<file path="config.mk">
export PLATFORM = sky130hd
export DESIGN_NAME = pipe_stage_reg
export DESIGN_NICKNAME = d
export VERILOG_FILES = /design/src/rtl/pipe_pkg.sv /design/src/rtl/pipe_skid_buf.sv /design/src/rtl/pipe_stage_reg.sv
export SDC_FILE = /design/constraint.sdc
export NUM_CORES = 1
export LEC_CHECK = 0
export BUFFER_PORTS_ARGS = -buffer_cell sky130_fd_sc_hd__clkbuf_2
export CAP_MARGIN = 10
export CORE_MARGIN = 5
export CORE_UTILIZATION = 45
export CTS_CLUSTER_DIAMETER = 120
export DETAILED_ROUTE_END_ITERATION = 16
export GPL_ROUTABILITY_DRIVEN = 0
export GPL_TIMING_DRIVEN = 1
export HOLD_SLACK_MARGIN = 0.06
export PLACE_DENSITY_LB_ADDON = 0.12
export SYNTH_ARGS = -nofsm -noshare
export SYNTH_HDL_FRONTEND = slang
export SYNTH_SLANG_ARGS = --single-unit
</file>
<file path="constraint.sdc">
create_clock -name clk -period 2.1 [get_ports clk]
set_input_delay 0.105 -clock clk [delete_from_list [all_inputs] [get_ports clk]]
set_output_delay 0.105 -clock clk [all_outputs]
set_load 0.02 [all_outputs]
</file>
<file path="src/rtl/pipe_pkg.sv">
// Shared pipeline types: ROB index, exception vector and packed stage payloads.
// The default stage payload width is $bits(exmem_payload_t) = 72.
package pipe_pkg;
  localparam int PIPE_ROB_IDX_W = 4;
  localparam int EXC_VEC_W      = 3;

  typedef logic [PIPE_ROB_IDX_W-1:0] rob_idx_t;
  typedef logic [EXC_VEC_W-1:0]      exc_vec_t;

  typedef struct packed {
    logic [31:0] alu_out;
    logic [31:0] mem_data;
    logic [4:0]  rd;
    exc_vec_t    exc;
  } exmem_payload_t;

  typedef struct packed {
    logic [31:0] wb_data;
    logic [31:0] pc;
    logic [4:0]  rd;
    exc_vec_t    exc;
  } memwb_payload_t;
endpackage

</file>
<file path="src/rtl/pipe_skid_buf.sv">
// One-entry skid holder for pipe_stage_reg; built only when PIPE_STAGE_SKID_EN is defined.
`ifdef PIPE_STAGE_SKID_EN
module pipe_skid_buf
  import pipe_pkg::*;
#(
  parameter int W = 76
) (
  input  logic         clk,
  input  logic         reset,
  input  logic         push_i,
  input  logic         pop_i,
  input  logic         flush_i,
  input  logic [W-1:0] data_i,
  output logic         valid_o,
  output logic [W-1:0] data_o
);
  logic         valid_q;
  logic [W-1:0] data_q;

  always_ff @(posedge clk) begin
    if (!reset) begin
      valid_q <= 1'b0;
      data_q  <= '0;
    end else begin
      if (flush_i)     valid_q <= 1'b0;
      else if (push_i) valid_q <= 1'b1;
      else if (pop_i)  valid_q <= 1'b0;
      if (push_i) data_q <= data_i;
    end
  end

  assign valid_o = valid_q;
  assign data_o  = data_q;
endmodule
`endif

</file>
<file path="src/rtl/pipe_stage_reg.sv">
// Generic valid/ready pipeline-stage register with flush, d-cache freeze and stall counter.
// Define PIPE_STAGE_SKID_EN for a registered in_ready backed by a one-entry skid buffer.
module pipe_stage_reg
  import pipe_pkg::*;
#(
  parameter int DATA_W    = $bits(exmem_payload_t),
  parameter int ROB_IDX_W = PIPE_ROB_IDX_W,
  parameter int CNT_W     = 16
) (
  input  logic                 clk,
  input  logic                 reset,
  input  logic                 in_valid,
  output logic                 in_ready,
  input  logic [DATA_W-1:0]    in_payload,
  input  logic [ROB_IDX_W-1:0] in_rob_idx,
  input  logic                 in_flush,
  input  logic                 in_stall,
  output logic                 out_valid,
  input  logic                 out_ready,
  output logic [DATA_W-1:0]    out_payload,
  output logic [ROB_IDX_W-1:0] out_rob_idx,
  output logic [CNT_W-1:0]     out_stall_cycles
);
  function automatic logic [CNT_W-1:0] sat_inc(input logic [CNT_W-1:0] v);
    return (&v) ? v : v + 1'b1;
  endfunction

  logic                 valid_q, valid_d;
  logic [DATA_W-1:0]    data_q, data_d;
  logic [ROB_IDX_W-1:0] idx_q, idx_d;
  logic [CNT_W-1:0]     cnt_q;
  logic                 accept, pop, blocked;

  assign pop     = valid_q && out_ready && !in_stall;
  assign accept  = in_valid && in_ready;
  assign blocked = (valid_q && (!out_ready || in_stall)) || (in_valid && !in_ready);

`ifdef PIPE_STAGE_SKID_EN
  logic                        skid_valid, skid_push, skid_pop;
  logic [DATA_W+ROB_IDX_W-1:0] skid_bus;

  // Skid fills only when main is occupied and not draining this cycle.
  assign in_ready  = !skid_valid;
  assign skid_push = accept && valid_q && !pop && !in_flush;
  assign skid_pop  = pop && skid_valid;

  pipe_skid_buf #(.W(DATA_W + ROB_IDX_W)) u_skid (
    .clk     (clk),
    .reset   (reset),
    .push_i  (skid_push),
    .pop_i   (skid_pop),
    .flush_i (in_flush),
    .data_i  ({in_payload, in_rob_idx}),
    .valid_o (skid_valid),
    .data_o  (skid_bus)
  );

  always_comb begin
    valid_d = valid_q;
    data_d  = data_q;
    idx_d   = idx_q;
    if (pop) begin
      if (skid_valid) begin
        valid_d = 1'b1;
        data_d  = skid_bus[DATA_W+ROB_IDX_W-1:ROB_IDX_W];
        idx_d   = skid_bus[ROB_IDX_W-1:0];
      end else if (accept) begin
        valid_d = 1'b1;
        data_d  = in_payload;
        idx_d   = in_rob_idx;
      end else begin
        valid_d = 1'b0;
      end
    end else if (!valid_q && accept) begin
      valid_d = 1'b1;
      data_d  = in_payload;
      idx_d   = in_rob_idx;
    end
    if (in_flush) valid_d = 1'b0;
  end
`else
  assign in_ready = !in_stall && (!valid_q || out_ready);

  always_comb begin
    valid_d = valid_q;
    data_d  = data_q;
    idx_d   = idx_q;
    if (accept) begin
      valid_d = 1'b1;
      data_d  = in_payload;
      idx_d   = in_rob_idx;
    end else if (pop) begin
      valid_d = 1'b0;
    end
    if (in_flush) valid_d = 1'b0;
  end
`endif

  // Stage register and stall counter; flush leaves the counter untouched.
  always_ff @(posedge clk) begin
    if (!reset) begin
      valid_q <= 1'b0;
      data_q  <= '0;
      idx_q   <= '0;
      cnt_q   <= '0;
    end else begin
      valid_q <= valid_d;
      data_q  <= data_d;
      idx_q   <= idx_d;
      if (blocked) cnt_q <= sat_inc(cnt_q);
    end
  end

  assign out_valid        = valid_q;
  assign out_payload      = data_q;
  assign out_rob_idx      = idx_q;
  assign out_stall_cycles = cnt_q;
endmodule

</file>
==> flow_metrics.env <==
export IMPL_fill_cells=620
export IMPL_cp_start_kind="register"
export IMPL_clock_power_share=0.314
export IMPL_diodes=0
export IMPL_final_cell_area_um2=5430
export IMPL_syn2layout_area_growth_pct=54.0
export IMPL_p_int_mw=2.56
export IMPL_numCtsBuffers=9
export IMPL_rsz0062_at_grt="no"
export IMPL_worst_slew_pin_slew_ns=0.745
export IMPL_cts_sinks=93
export IMPL_htree_levels=3
export IMPL_drive_above_1_share=0.296
export IMPL_post_route_drc_count=0
export IMPL_wl_per_cell_um=14.1
export IMPL_max_freq_mhz=491
export IMPL_overflow=0
export IMPL_synthMostInstantiatedCell="nand2_1"
export IMPL_nets=761
export IMPL_swShare=0.278
export IMPL_min_period_ns=2.04
export IMPL_power_switching_mw=0.983
export IMPL_final_util=0.707
export IMPL_ctsResizeCount=0
export IMPL_clockBufferDepth=2
export IMPL_port_buffers=175
export IMPL_core_area_um2=7690
export IMPL_hold_ws_ns=0.127
export IMPL_arrival_ns=2.29
export IMPL_grt_pass1_vias=3902
export IMPL_ys_ff_latch=93
export IMPL_leakagePower_nw=2.38
export IMPL_power_density_nw_per_um2=651
export IMPL_synth_seq_area_share=0.527
export IMPL_fin_setup_tns_ns=0
export IMPL_ir_worst_vdd_uv=436
export IMPL_grt_pass1_wl_um=18300
export IMPL_slowest_stage="or4b_1"
export IMPL_cp_cell_sequence="ha_1, and3_1, and4_1, or4b_1, o211a_1"
export IMPL_cts_tree="built"
export IMPL_syn_avg_cell_area_um2=8.06
export IMPL_synth_ff_type="dfxtp_1"
export IMPL_detailed_place_hpwl_um=6810
export IMPL_vias_per_cell=5.11
export IMPL_antenna_found_initial=0
export IMPL_path_max_fanout=15
export IMPL_wl_met2_um=5320
export IMPL_met1Wirelength_um=4550
export IMPL_hold_class="in2reg"
export IMPL_routed_top_layer="met4"
export IMPL_synth_yosys_warnings=0
export IMPL_routed_wl_um=11100
export IMPL_synth_edf_count=0
export IMPL_setup_violations=0
export IMPL_power_frac_seq=0.529
export IMPL_seq_area_um2=1860
export IMPL_maxCapViolCount=0
export IMPL_dieHeight_um=98.6
export IMPL_required_ns=2.36
export IMPL_slowest_delay_ns=0.58
export IMPL_drt_pass1_iterations=4
export IMPL_multi_input_area_um2=1540
export IMPL_insertion_delay_ns=0.35
export IMPL_power_mw=3.54
export IMPL_root_buffer="clkbuf_8"
export IMPL_skew_ns=0.00747
export IMPL_grt_usage=0.226
export IMPL_die_width_um=98.6
export IMPL_status="complete, no violations"
export IMPL_die_area_um2=9720
export IMPL_synthTopCellsByCount="nand2_1, dfxtp_1, a21oi_1, clkbuf_1, buf_2"
export IMPL_ios=176
export IMPL_clk_pin_slew_ns=0.09
export IMPL_wl_met3_um=939
export IMPL_timing_worst_setup_path_type="reg2reg"
export IMPL_slew_headroom=0.503
export IMPL_start_util=0.459
export IMPL_postSynthCellCount=438
export IMPL_hold_viol_final=0
export IMPL_endpoint_kind="register"
export IMPL_async_reset_ff_frac=0
export IMPL_drt_first_iter_violations=142
export IMPL_period_share=0.970
export IMPL_num_vias=4014
export IMPL_syn_area_um2=3530
export IMPL_detail_route_antenna_nets=0
export IMPL_final_max_slew_viol_count=0
export IMPL_synth_top_area_cell="dfxtp_1"
export IMPL_synth_cell_types=39
export IMPL_yosys_area_top_type_share=0.527
export IMPL_grt_max_degree=77
export IMPL_syn_num_nets=521
export IMPL_pwr_share_comb=0.157
export IMPL_row_count=32
export IMPL_cts_setup_buffers=0
export IMPL_placed_cell_area_um2=4480
export IMPL_synth_top_cells_by_area="dfxtp_1, nand2_1, a21oi_1, clkbuf_1, mux2i_1"
export IMPL_postCtsHoldBufs=77
## path summary, 6_finish.rpt
check,start,end,slack (ns),cells after the start
worst max-delay path,out_stall_cycles[0]$_SDFFE_PN0P_,out_stall_cycles[15]$_SDFFE_PN0P_,0.06,5
worst min-delay path,in_valid,out_valid$_SDFFE_PP0P_,0.13,3
worst max register to register,out_stall_cycles[0]$_SDFFE_PN0P_,out_stall_cycles[15]$_SDFFE_PN0P_,0.06,5
worst min register to register,out_payload[8]$_SDFFE_PN0P_,out_payload[8]$_SDFFE_PN0P_,0.46,2
## flip-flops by register name (all words and copies together) (netlist names)
name and cells:
out_payload 72, out_rob_idx 4, out_stall_cycles 16, out_valid 1
## through the flow
stage / instances / worst slack, ns
floorplan: 438 / 0.284
global placement: 692 / 0.188
detailed placement: 692 / 0.0998
CTS: 785 / 0.0783
global route: 785 / 0.0108
finish: 785 / 0.0632
## routing by layer
layer,track usage,vias up
li1,-,1965
met1,0.271,1844
met2,0.376,178
met3,0.0757,27
met4,0.0830,0
met5,0,-
## power groups by stage
stage | Sequential, mW | Clock, mW | Combinational (mW)
4_1_cts | 1.87 | 1.15 | 0.549
2_1_floorplan | 2.00 | 0 | 0.158
5_1_grt | 1.88 | 1.24 | 0.604
6_report | 1.87 | 1.11 | 0.556
3_3_place_gp | 1.91 | 0 | 0.430
3_5_place_dp | 1.91 | 0 | 0.434
## cell families after synthesis
kind of cell               Yosys count  share of synthesized area
AOI/OAI and AO/OA                  103                      0.161
adders and majority gates            1                    0.00354
buffers and inverters               31                     0.0354
DFF                                 93                      0.527
muxes                                5                     0.0142
and+or+nand+nor                    205                      0.259
## critical path, delay by kind of cell (launching register included)
kind                       cells  cell delay (ns)
and+or+nand+nor                3             1.13
DFF                            1             0.36
adders and majority gates      1             0.30
AOI/OAI and AO/OA              1             0.14
## cell usage in the layout (no fill, tap or decap), drive strengths merged, types with 3 or more instances in the layout
cell,instances
o21ai,3
nor4,4
inv,5
and4,6
a21oi,84
dlygate4sd3,77
clkinvlp,4
dfxtp,93
or4,4
nand4,5
clkbuf,185
o31ai,4
mux2i,5
nand2b,4
nand2,166
buf,4
## layout make-up
cell class / instances / area share
sequential: 93 / 0.343
timing repair buffer: 256 / 0.313
multi-input combinational: 314 / 0.284
clock buffer: 10 / 0.0253
tap: 102 / 0.0235
clock inverter: 6 / 0.00875
inverter: 4 / 0.00276
Note: power is estimated with default switching activity, not from simulation.
